`config.mk`:
```
export PLATFORM = sky130hd
export DESIGN_NAME = udp_port_demux
export DESIGN_NICKNAME = d
export VERILOG_FILES = /design/src/rtl/udp_port_demux.sv
export SDC_FILE = /design/constraint.sdc
export NUM_CORES = 1
export LEC_CHECK = 0
export BUFFER_PORTS_ARGS = -buffer_cell sky130_fd_sc_hd__buf_2
export CAP_MARGIN = 20
export CORE_AREA = 8 8 124 126
export CTS_CLUSTER_DIAMETER = 120
export DETAILED_ROUTE_END_ITERATION = 16
export DIE_AREA = 0 0 132 134
export GPL_TIMING_DRIVEN = 0
export PLACE_DENSITY_LB_ADDON = 0.3
export SETUP_SLACK_MARGIN = 0.02
export SYNTH_ARGS = -nofsm -noshare
export SYNTH_HDL_FRONTEND = slang
export SYNTH_SLANG_ARGS = --single-unit
```
`constraint.sdc`:
```
create_clock -name clk -period 2.2 [get_ports clk]
set_input_delay 0.33 -clock clk [delete_from_list [all_inputs] [get_ports clk]]
set_output_delay 0.33 -clock clk [all_outputs]
set_load 0.03 [all_outputs]
```
`src/rtl/udp_port_demux.sv`:
```
// UDP header/payload demultiplexer: routes each frame to the lowest-indexed
// enabled channel whose port_table entry matches the destination port.
module udp_port_demux #(
  parameter int N_PORTS    = 4,
  parameter int DATA_WIDTH = 8,
  localparam int KEEP_WIDTH = DATA_WIDTH / 8,
  localparam int SEL_W      = (N_PORTS > 1) ? $clog2(N_PORTS) : 1
) (
  input  logic                      clk,
  input  logic                      reset_n,

  input  logic [16*N_PORTS-1:0]     port_table,
  input  logic [N_PORTS-1:0]        port_enable,

  input  logic                      s_hdr_valid,
  output logic                      s_hdr_ready,
  input  logic [31:0]               s_ip_source_ip,
  input  logic [15:0]               s_source_port,
  input  logic [15:0]               s_dest_port,
  input  logic [15:0]               s_length,
  input  logic [DATA_WIDTH-1:0]     s_tdata,
  input  logic [KEEP_WIDTH-1:0]     s_tkeep,
  input  logic                      s_tvalid,
  output logic                      s_tready,
  input  logic                      s_tlast,
  input  logic                      s_tuser,

  output logic [N_PORTS-1:0]        m_hdr_valid,
  input  logic [N_PORTS-1:0]        m_hdr_ready,
  output logic [31:0]               m_ip_source_ip,
  output logic [15:0]               m_source_port,
  output logic [15:0]               m_dest_port,
  output logic [15:0]               m_length,
  output logic [DATA_WIDTH-1:0]     m_tdata,
  output logic [KEEP_WIDTH-1:0]     m_tkeep,
  output logic [N_PORTS-1:0]        m_tvalid,
  input  logic [N_PORTS-1:0]        m_tready,
  output logic                      m_tlast,
  output logic                      m_tuser,

  output logic                      busy,
  output logic [31:0]               drop_count
);

  typedef enum logic [1:0] {
    IDLE = 2'd0,
    HDR  = 2'd1,
    FWD  = 2'd2,
    DROP = 2'd3
  } state_t;

  state_t            state_reg, state_next;
  logic [SEL_W-1:0]  sel_reg, sel_next;
  logic [31:0]       ip_reg, ip_next;
  logic [15:0]       sport_reg, sport_next;
  logic [15:0]       dport_reg, dport_next;
  logic [15:0]       len_reg, len_next;
  logic [31:0]       drop_count_reg, drop_count_next;

  logic [N_PORTS-1:0] hit;
  logic [N_PORTS-1:0] sel_dec;
  logic               match_found;
  logic [SEL_W-1:0]   match_idx;
  logic               hdr_fire;
  logic               sel_hdr_ready;
  logic               sel_tready;

  // Per-channel comparators against the live table; only consulted at the header handshake.
  for (genvar gi = 0; gi < N_PORTS; gi++) begin : g_chan
    assign hit[gi]     = port_enable[gi] && (port_table[16*gi +: 16] == s_dest_port);
    assign sel_dec[gi] = (sel_reg == SEL_W'(gi));
  end

  // Lowest index wins: scan downward so the last assignment is the smallest hit.
  always_comb begin
    match_found = 1'b0;
    match_idx   = '0;
    for (int i = N_PORTS - 1; i >= 0; i--) begin
      if (hit[i]) begin
        match_found = 1'b1;
        match_idx   = SEL_W'(i);
      end
    end
  end

  assign hdr_fire      = s_hdr_valid && (state_reg == IDLE);
  assign sel_hdr_ready = |(m_hdr_ready & sel_dec);
  assign sel_tready    = |(m_tready & sel_dec);

  always_comb begin
    state_next  = state_reg;
    s_hdr_ready = 1'b0;
    s_tready    = 1'b0;
    m_hdr_valid = '0;
    m_tvalid    = '0;
    case (state_reg)
      IDLE: begin
        s_hdr_ready = 1'b1;
        if (s_hdr_valid) begin
          state_next = match_found ? HDR : DROP;
        end
      end
      HDR: begin
        m_hdr_valid = sel_dec;
        if (sel_hdr_ready) begin
          state_next = FWD;
        end
      end
      FWD: begin
        s_tready = sel_tready;
        m_tvalid = sel_dec & {N_PORTS{s_tvalid}};
        if (s_tvalid && sel_tready && s_tlast) begin
          state_next = IDLE;
        end
      end
      DROP: begin
        s_tready = 1'b1;
        if (s_tvalid && s_tlast) begin
          state_next = IDLE;
        end
      end
      default: begin
        state_next = IDLE;
      end
    endcase
  end

  always_comb begin
    sel_next        = sel_reg;
    ip_next         = ip_reg;
    sport_next      = sport_reg;
    dport_next      = dport_reg;
    len_next        = len_reg;
    drop_count_next = drop_count_reg;
    if (hdr_fire) begin
      if (match_found) begin
        sel_next   = match_idx;
        ip_next    = s_ip_source_ip;
        sport_next = s_source_port;
        dport_next = s_dest_port;
        len_next   = s_length;
      end else if (drop_count_reg != 32'hFFFF_FFFF) begin
        drop_count_next = drop_count_reg + 32'd1;
      end
    end
  end

  always_ff @(posedge clk or negedge reset_n) begin
    if (!reset_n) begin
      state_reg      <= IDLE;
      sel_reg        <= '0;
      ip_reg         <= '0;
      sport_reg      <= '0;
      dport_reg      <= '0;
      len_reg        <= '0;
      drop_count_reg <= '0;
    end else begin
      state_reg      <= state_next;
      sel_reg        <= sel_next;
      ip_reg         <= ip_next;
      sport_reg      <= sport_next;
      dport_reg      <= dport_next;
      len_reg        <= len_next;
      drop_count_reg <= drop_count_next;
    end
  end

  assign m_ip_source_ip = ip_reg;
  assign m_source_port  = sport_reg;
  assign m_dest_port    = dport_reg;
  assign m_length       = len_reg;

  // Payload sideband is a shared bus; only the per-channel valid selects the consumer.
  assign m_tdata = s_tdata;
  assign m_tkeep = s_tkeep;
  assign m_tlast = s_tlast;
  assign m_tuser = s_tuser;

  assign busy       = (state_reg != IDLE);
  assign drop_count = drop_count_reg;

endmodule

```
# Word level (Yosys, flattened, before mapping)
# Cells that the tools add are included.
[word_totals]
reg_bits = 116
inputBits = 171
out_inout_bits = 134
[op_classes]
add_sub_neg = 1
eq_ne = 15
muxes = 18
n_bitwise = 4
reduce_logical = 16
[op_table]
columns = ["operator", "count"]
rows = [
  ["$eq 16x16->1", 4],
  ["$add 32x1->32 const B", 1],
  ["$ne 32x32->1 const B", 1],
  ["$mux 2", 9],
  ["$and 4x4->4", 3],
  ["$eq 2x2->1 const B", 4],
  ["$logic_and 1x1->1", 8],
  ["$mux 4", 2],
  ["$ne 2x2->1 const B", 4],
  ["$pmux 2 s4", 1],
  ["$reduce_or 4->1", 2],
  ["$mux 1", 5],
  ["$eq 2x1->1 const B", 2],
  ["$logic_not 2->1", 2],
  ["$reduce_and 4->1", 1],
  ["$reduce_and 3->1", 1],
  ["$pmux 1 s2", 1],
  ["$reduce_and 2->1", 1],
  ["$reduce_bool 2->1", 1],
  ["$not 1->1", 1],
]

# Depth between registers and ports, before layout
# Gate-level depths: netlist (run 1).
[logic_depth]
depth_word = 9
ltp_mapped = 9
mapped_depth_nobuf = 7

# Worst setup path after synthesis (run 1)
# No wires, ideal clock.
[synth_path]
path_type = "register -> register"
startpoint = "reg drop_count_reg[25] (netlist: drop_count[25])"
endpoint = "reg drop_count_reg[9] (netlist: drop_count[9])"
arrival_ps = 2146
setup_slack_ps = -85
stages_incl_launch_ff = 8
path_cell_list = "dfrtp_1 > and4_4 > nand4_4 > or4_4 > o31ai_4 > buf_6 > nor3_2 > xor2_1"
[synth_via]
elab_chain_len = 2
[synth_rtl]
columns = ["item", "line_no", "source"]
rows = [
  ["start: declaration", "58", "logic [31:0] drop_count_reg, drop_count_next;"],
  ["start signal: assignment", "164", "drop_count_reg <= drop_count_next;"],
  ["$ne 32x32->1", "142", "end else if (drop_count_reg != 32'hFFFF_FFFF) begin"],
  ["$reduce_and 3->1 (no line)", "n/a", ""],
]
# No other way between the ends.
# A chain may end at the register's enable or synchronous reset.

# Final worst setup path (run 1)
[layout_path]
startpoint = "in s_dest_port[4]"
endpoint = "reg ip_reg[31] (netlist: m_ip_source_ip[31])"
[layout_via]
elab_chain_len = 7
[layout_rtl]
columns = ["item", "line_no", "source"]
rows = [
  ["start: declaration", "19", "input logic [15:0] s_dest_port,"],
  ["$eq 16x16->1", "70", "assign hit[gi] = port_enable[gi] && (port_table[16*gi +: 16] == s_dest_port);"],
  ["$logic_and 1x1->1", "70", ""],
  ["$mux 1 (3 in series)", "79", "if (hit[i]) begin"],
  ["$mux 1 *", "79", ""],
  ["$reduce_and 2->1 (no line) *", "n/a", ""],
  ["end signal: assignment", "160", "ip_reg <= ip_next;"],
  ["end: declaration", "54", "logic [31:0] ip_reg, ip_next;"],
]
# Mark *: on every way between the ends. The rest lies on a longest branch, timed or not.

==> run metrics, run 1 <==
status=finished, final reports clean; Mapped Area=a little under 6000 µm²; sequential share of power=0.364; cell area power density=734 nW/µm²; crit path kind=primary input to register; Synth cell types=42; layout cell share with drive strength beyond 1=0.592; hold path depth=2; DRC=0; sequential fraction of the synthesis area=0.492; DR WL/cell=around 19 µm; Routed WL=~19000 µm; Die Ht=around 130 µm; min cycle time layout=2140 ps; min-delay worst type=primary input to register; initial DRC count=around 190; area delta synth->final=43.3%; diode count=0; final setup fails=0; vias in the first global route=5484; CP bufs+invs=2; design area=~8500 µm²; post-route ant nets=0; Post-synth top flop=dfrtp_1; Detailed Place HPWL=~15000 µm; worst-path cell chain=buf_2, xor2_1, nor4_1, nand4_1, nand4_4, nand2_2, buf_2, mux2_1; hold path start=s_ip_source_ip[25]; number of I/O pins=about 300; Clk pwr share=0.471; Post-synth EDFFs=0; Mean Syn Cell Area=~12 µm²; fin cells=approximately 1000; worst flop-to-flop path endpoint=drop_count[1]$_DFFE_PN0P_; critical path data arrival time=2420 ps; Hold Path Sink=m_ip_source_ip[25]$_DFFE_PN0P_; CTS root buf=clkbuf_16; Inserted Clock Buffers=17; Starting Density=0.437; Post-Place Cells=roughly 940; WP data required=roughly 2500 ps; DR vias/cell=between 4 and 5; via count=4931; routability cong.=between 0.9 and 1; DIE WIDTH=~130 µm; Cell Rows=between 40 and 50; total grt overflow=0; Util after Layout=0.626; Max Freq=467 MHz; DR pass1 iterations=4; count leader, synth=dfrtp_1; Slew Limit Fails=0; R2R cell count=7; Port Buffers=between 200 and 300; clock-pin slew on the worst setup and hold paths=50 ps; clk_lat worst skew=between 400 and 500 ps; area post-placement=between 7000 and 8000 µm²; r2r startpoint=drop_count[24]$_DFFE_PN0P_; initial antenna violation count=0; GR Util All Layers=0.212; clk_skew=roughly 8.7 ps; hold violation count in the final report=0; CP peak stage delay=380 ps; CTS tree=built; maxcap violations=0; internal power=~4600 µW; H-tree Lvls=4; CP max stage cell=nor4_1; CP endpoint kind=register; worst hold slack=approximately 130 ps; CORE AREA=approximately 14000 µm²; DIE AREA=around 18000 µm²; asr flop ratio synth=1.00; Final Power=6200 µW; Switching Share=0.251; Syn Inst Count=around 490; pin count of the biggest net entering global routing=61; Yosys top cell by area=dfrtp_1; top post-synthesis cells by area=dfrtp_1 (49%), mux2_2 (11%), xnor2_1 (7.4%), xor2_1 (6.7%), mux2_1 (4.4%); syn nets=between 600 and 700; setup slack, reg-to-reg=around 57 ps; Yosys top cell area share=0.492; crit-path max FO=10; Leak=~0.0046 µW; net switching power=between 1500 and 2000 µW; global-route wire length before repair=~30000 µm; RSZ-0062 raised after global routing=yes; Worst slew margin=0.499; crit-path most repeated cell=buf_2; Yosys reg bits=116; final-stage net count=just under 1000; clock sinks=roughly 120; Max clock buf depth=2; Synth top cells by count=dfrtp_1 (116), mux2_2 (57), xnor2_1 (50); Top Family by Delay on Critical Path=simple AND/OR/NAND/NOR gates; Final period util=0.974; combinational share of power=0.165; Critical Path Start Type=primary input; Peak VDD IR=0.532 mV; worst slew pin tran=around 750 ps; synth warn=0
## repair_timing
action / in CTS / in global routing
buffers inserted: 16 / 3
gates cloned: 2 / 0
pin swaps: 6 / 7
setup endpoints to repair: 102 / 107
resized for setup: 14 / 14
endpoints found under the hold margin: 2 / 0
hold buffers: 1 / 0
## power by group through the flow
stage | combinational, µW | clock (µW) | sequential (µW)
2_1_floorplan | 445 | 0 | 2360
3_3_place_gp | 837 | 0 | 2310
3_5_place_dp | 873 | 0 | 2310
4_1_cts | 1010 | 2980 | 2250
5_1_grt | 1100 | 3070 | 2260
6_report | 1020 | 2920 | 2260
## how the worst max path moves through the flow
stage / from / end / cells after the start
floorplan: drop_count[25]$_DFFE_PN0P_ / drop_count[9]$_DFFE_PN0P_ / 7
global placement: reset_n / drop_count[6]$_DFFE_PN0P_ / 1
detailed placement: s_dest_port[4] / m_dest_port[4]$_DFFE_PN0P_ / 8
CTS: s_dest_port[3] / m_ip_source_ip[31]$_DFFE_PN0P_ / 9
global route: drop_count[24]$_DFFE_PN0P_ / drop_count[1]$_DFFE_PN0P_ / 7
finish: s_dest_port[4] / m_ip_source_ip[31]$_DFFE_PN0P_ / 8
## stage by stage
| step | worst slack [ps] | setup TNS, ps |
|---|---|---|
| after CTS | 27.3 | 0 |
| after global placement | -717 | -110060 |
| after floorplan | 22.4 | 0 |
| after global routing | 3.00 | 0 |
| final | 57.2 | 0 |
| after detailed placement | -605 | -45990 |
## cells by family after synthesis
logic type / Yosys count / synth area share
simple gates: 130 / 0.141
flops: 116 / 0.492
xor+xnor: 95 / 0.141
mux: 83 / 0.163
buf+inv: 49 / 0.0473
compound gates: 11 / 0.0132
fa+ha+maj: 1 / 0.00212
## final cells by class
class	count	area, µm²
tap	180	225
fill	1097	5050
buffer	42	260
clock buffer	22	484
timing repair buffer	301	1610
clock inverter	9	150
multi-input combinational	320	2780
inverter	6	22.5
sequential	116	2920
## layer usage
metal / global-route usage / up-vias / part of all wire / wire [µm]
li1: - / 2300 / - / -
met1: 0.227 / 2357 / 0.38 / 7190
met2: 0.363 / 248 / 0.50 / 9430
met3: 0.0909 / 26 / 0.096 / 1810
met4: 0.0862 / 0 / 0.021 / 400
met5: 0 / - / 0 / 0
## layout by cell type, fill, tap and decap left out, types with 6 or more instances in the layout
cell type / count
a21oi_1: 6
buf_2: 301
buf_4: 32
clkbuf_16: 17
dfrtp_1: 100
dfrtp_2: 16
inv_1: 6
mux2_1: 23
mux2_2: 57
nand2_1: 17
nand3_1: 18
nand4_1: 15
nor2_1: 18
nor3_1: 14
nor3_2: 10
nor4_2: 10
xnor2_1: 50
xor2_1: 45
(Power assumes the default switching activity.)
==> inputs of run 2 (changes only) <==
CORE_AREA = 8 8 129 131   (was 8 8 124 126)
DIE_AREA = 0 0 137 139   (was 0 0 132 134)
clock period = 1.85 ns   (was 2.2 ns; I/O delays follow)
==> run 2 against run 1 <==
The flow now finishes with violations (setup timing). Critical path depth is the same. Final area grew 6.0%. Critical path type is now register to register. Register-to-register slack lost 270 ps. Non-clock buffer count grew 18. Global-route usage shrank 0.62 points. Via count grew 2.6%. First-iteration DRC count grew 12%. Count of clock-buffer cells in the layout shrank 2. Die area grew 7.7%. Cell count grew 2.9%. Highest routed layer unchanged. Total power grew 18%. Sequential power grew 19%.
==> run metrics, run 2 (synthesized netlist as in run 1, its figures left out) <==
status=finished with violations; failing checks=setup timing; DIE AREA=roughly 19000 µm²; RSZ-0062 raised after global routing=yes; Cell Rows=45; global-route wire length before repair=30600 µm; DR pass1 iterations=4; Final period util=1.12; clock-pin slew on the worst setup and hold paths=50 ps; Critical Path Start Type=register; pin count of the biggest net entering global routing=63; crit-path max FO=5; layout cell share with drive strength beyond 1=0.661; final-stage net count=a little under 1000; Peak VDD IR=0.521 mV; CP endpoint kind=register; Starting Density=0.400; Detailed Place HPWL=about 15000 µm; crit path kind=register to register; number of I/O pins=around 310; clk_lat worst skew=410 ps; maxcap violations=0; min-delay worst type=primary input to register; CTS tree=built; worst slew pin tran=slightly above 600 ps; DRC=0; WP data required=~2100 ps; routability cong.=~0.9; DR vias/cell=approximately 4.9; Max clock buf depth=2; Slew Limit Fails=0; total grt overflow=0; Worst slew margin=0.588; Fillers=1223; clock sinks=116; fin cells=1025; H-tree Lvls=4; CORE AREA=around 15000 µm²; Routed WL=just under 20000 µm; DR WL/cell=roughly 19 µm; initial antenna violation count=2; Port Buffers=around 280; vias in the first global route=approximately 5600; min cycle time layout=2060 ps; most common cell after layout, fill and taps aside=buf_2; via count=5060; clk_skew=roughly 9.0 ps; final setup fails=23; cell area power density=820 nW/µm²; FF+latch area=between 2000 and 3000 µm²; critical path data arrival time=2340 ps; post-route ant nets=0; worst setup margin=-214 ps; Max Freq=485 MHz; most frequent cells in the layout=buf_2 (275), dfrtp_1 (92), mux2_2 (57), buf_4 (53); pre-CTS setup slack=-449 ps; Inserted Clock Buffers=17; Leak=between 0.004 and 0.005 µW; hold violation count in the final report=0; initial DRC count=roughly 220; CP peak stage delay=520 ps; worst-path cell chain=and4_4, nand3_4, or4_4, o31ai_4, buf_6, buf_8, nor4_2, xor2_1; footprint of the multi-input gates=around 3000 µm²; CTS root buf=clkbuf_16; area delta synth->final=51.9%; Post-Place Cells=between 900 and 1000; Die Ht=roughly 140 µm; CP max stage cell=or4_4; Final Power=~7300 µW; GR Util All Layers=0.206; DIE WIDTH=about 140 µm
==> run 2: changes by cell type in the layout (fill, tap and decap cells not counted), sizes merged <==
cell / change
clkinv: +2
diode: +2
buf: +17
clkinvlp: +2
bufinv: -2
clkbuf: -1
inv: +1
==> run 2: area by class of cell <==
| class | instances | share of cell area |
|---|---|---|
| clock inverter | 12 | 0.0147 |
| timing repair buffer | 320 | 0.197 |
| multi-input combinational | 320 | 0.336 |
| buffer | 41 | 0.0444 |
| antenna | 2 | 0.000559 |
| clock buffer | 20 | 0.0510 |
| sequential | 116 | 0.327 |
| tap | 188 | 0.0263 |
| inverter | 6 | 0.00251 |
==> run 2: power by group <==
part           switching [µW]  internal (µW)  leakage (µW)
clock                    1200           2050      0.000278
combinational             743            650       0.00304
sequential               85.9           2610       0.00156
==> run 2: worst paths after layout <==
check,slack [ps],endpoint,cells after the start,from
worst max-delay path,-210,drop_count[5]$_DFFE_PN0P_,8,drop_count[5]$_DFFE_PN0P_
worst min-delay path,80,m_source_port[6]$_DFFE_PN0P_,2,s_source_port[6]
worst max register to register,-210,drop_count[5]$_DFFE_PN0P_,8,drop_count[5]$_DFFE_PN0P_
worst min register to register,500,m_source_port[5]$_DFFE_PN0P_,1,m_source_port[5]$_DFFE_PN0P_
max in group asynchronous,720,drop_count[5]$_DFFE_PN0P_,3,reset_n
min in group asynchronous,420,m_dest_port[2]$_DFFE_PN0P_,2,reset_n
==> run 2: per-stage QoR <==
stage | instance area [µm²] | util | hold slack (ps) | TNS, ps
CTS | 8780 | 0.595 | 63.3 | -4600
global route | 8960 | 0.607 | 74.1 | -6230
floorplan | 6200 | - | -18.1 | -7510
finish | 8960 | 0.607 | 83.8 | -4310
global placement | 7830 | 0.531 | 462 | -144640
detailed placement | 7860 | 0.533 | 297 | -43460
==> run 2: per-layer routing <==
| layer | wire (µm) | global-route usage | vias to the layer above | share of wire |
|---|---|---|---|---|
| met1 | 7780 | 0.239 | 2469 | 0.39 |
| met4 | 494 | 0.0858 | 0 | 0.025 |
| li1 | - | - | 2349 | - |
| met5 | 0 | 0 | - | 0 |
| met3 | 1700 | 0.0678 | 33 | 0.086 |
| met2 | 9900 | 0.340 | 209 | 0.50 |
==> run 2: what timing repair did <==
item | CTS | global route
endpoints found under the setup margin | 119 | 88
hold buffers | 1 | 0
pin swaps | 12 | 6
buffers inserted | 24 | 14
cloned | 2 | 0
gates resized for setup | 34 | 21
hold endpoints to repair | 61 | 0
==> run 2: critical path, delay by kind of cell (launching register included) <==
kind            cells  cell delay, ps
xor+xnor            1             150
flops               1             360
buf+inv             2             310
compound gates      1             200
simple gates        4             920
==> inputs of run 3 (changes only) <==
PLACE_DENSITY = 0.76   (was default)
PLACE_DENSITY_LB_ADDON = default   (was 0.3)
==> run 3 against run 2 <==
The run still ends with setup timing left. Setup slack better by 2.7 ps. First-iteration DRC count shrank 4.2%. Cell count decreased by 1.1%. Sequential power about the same. Die area did not move. Via count is 1.9% lower. Routed wire length fell by 3.8%. Register-to-register slack about the same. Final area rose by 0.49%. Sequential share of layout area is 0.20 points lower. Critical path type unchanged. Largest power group unchanged. Highest routed layer unchanged.
==> run metrics, run 3 (synthesized netlist as in run 1, its figures left out) <==
DR pass1 iterations=4; pre-CTS setup slack=-529 ps; CP endpoint kind=register; Worst slew margin=0.637; total grt overflow=0; Final Power=around 7700 µW; DRC=0; global-route wire length before repair=between 20000 and 30000 µm; clock-pin slew on the worst setup and hold paths=roughly 50 ps; Cell Rows=between 40 and 50; clk_lat worst skew=410 ps; diode count=0; number of I/O pins=a little over 300; routability cong.=a little over 0.8; cell area power density=between 800 and 900 nW/µm²; Max clock buf depth=2; Slew Limit Fails=0; post-route ant nets=0; pin count of the biggest net entering global routing=62; failing checks=setup timing; initial antenna violation count=0; Peak VDD IR=0.661 mV; Routed WL=around 19000 µm; fin cells=about 1000; Inserted Clock Buffers=17; final-stage net count=985; Starting Density=0.400; Critical Path Start Type=register; Detailed Place HPWL=14600 µm; Leak=around 0.0049 µW; setup slack, reg-to-reg=-210 ps; design area=approximately 9000 µm²; maxcap violations=0; Post-Place Cells=between 900 and 1000; hold violation count in the final report=0; worst setup margin=-211 ps; CORE AREA=around 15000 µm²; via count=4964; RSZ-0062 raised after global routing=yes; Hold Path Sink=m_source_port[5]$_DFFE_PN0P_; Port Buffers=between 200 and 300; most frequent cells in the layout=buf_2 (274), dfrtp_1 (95), mux2_2 (57), buf_4 (45), xor2_1 (45); most common cell after layout, fill and taps aside=buf_2; vias in the first global route=approximately 5400; FF+latch area=roughly 2900 µm²; CTS tree=built; area delta synth->final=52.6%; crit path kind=register to register; min cycle time layout=2060 ps; clock sinks=between 100 and 150; clk_skew=between 7 and 8 ps; H-tree Lvls=4; hold path start=s_source_port[5]; Final period util=1.11; Max Freq=485 MHz; DIE AREA=around 19000 µm²; WP data required=about 2100 ps; r2r startpoint=drop_count[2]$_DFFE_PN0P_; R2R cell count=8; CTS root buf=clkbuf_16; hold path depth=2; min-delay worst type=primary input to register; crit-path max FO=5; final setup fails=23; Util after Layout=0.610; footprint of the multi-input gates=~3000 µm²; Die Ht=~140 µm; critical path data arrival time=2350 ps; GR Util All Layers=0.199; Fillers=1200; worst flop-to-flop path endpoint=drop_count[10]$_DFFE_PN0P_; status=finished with violations; DR vias/cell=4.90; worst slew pin tran=around 550 ps; initial DRC count=just over 200; DR WL/cell=18.9 µm; area post-placement=7860 µm²; DIE WIDTH=~140 µm; layout cell share with drive strength beyond 1=0.660
[run 3: cell count changes in the layout (fill, tap and decap cells not counted), moves of 2 or more]
cell and change:
buf_4 -8, bufinv_16 +3, nor3_4 +2, nand3_2 +5, diode_2 -2, clkinvlp_4 -2, dfrtp_2 -3, nand3_1 -4
dfrtp_1 +3, nor3_2 -3
[run 3: critical path: stages, from the launching register on]
cell     delay [ps]
dfrtp_2         360
and4_4          250
nand3_4          80
or4_4           530
o31ai_4         210
buf_6           170
buf_6           140
nor3_2           50
xor2_1          150
[run 3: worst max-delay path by stage]
stage,slack [ps],end,cells past startpoint,startpoint
3_5_place_dp,-530,m_source_port[7]$_DFFE_PN0P_,9,s_dest_port[11]
4_1_cts,-240,drop_count[5]$_DFFE_PN0P_,8,drop_count[2]$_DFFE_PN0P_
2_1_floorplan,-330,drop_count[19]$_DFFE_PN0P_,7,drop_count[25]$_DFFE_PN0P_
3_3_place_gp,-1200,drop_count[24]$_DFFE_PN0P_,1,reset_n
5_1_grt,-290,drop_count[12]$_DFFE_PN0P_,8,drop_count[2]$_DFFE_PN0P_
6_report,-210,drop_count[10]$_DFFE_PN0P_,8,drop_count[2]$_DFFE_PN0P_
[run 3: final cells by class]
class                   count  area share
multi-input cells         320       0.339
well taps                 188      0.0261
repair buffers            311       0.190
clock buffers              20      0.0507
plain buffers              41      0.0441
flip-flops and latches    116       0.325
inverters                   6     0.00250
clock inverters            12      0.0224
[run 3: per-stage QoR]
stage          TNS (ps)  hold WS (ps)
4_1_cts           -4920          63.2
3_5_place_dp     -50380           277
2_1_floorplan     -7510         -18.1
5_1_grt           -6150          73.5
6_report          -4250          86.2
3_3_place_gp    -164410           461
[run 3: metal layers]
metal  vias up  share of wire  GRT usage
met5         -              0          0
li1       2323              -          -
met3        23           0.11     0.0786
met2       219           0.48      0.321
met1      2399           0.40      0.237
met4         0          0.016     0.0658
[run 3: timing repair]
item / CTS / global route
pin swaps: 14 / 6
cloned: 2 / 0
resized for setup: 35 / 29
hold buffers: 1 / 0
buffers inserted: 18 / 12
setup endpoints to repair: 114 / 121
hold endpoints to repair: 55 / 0
[run 3: where the power goes]
group	internal (µW)	leakage [µW]	total, µW	switching (µW)
logic	609	0.00301	1330	719
clock network	2460	0.000317	3660	1200
registers	2610	0.00157	2700	92.3
total	5680	0.00489	7690	2010
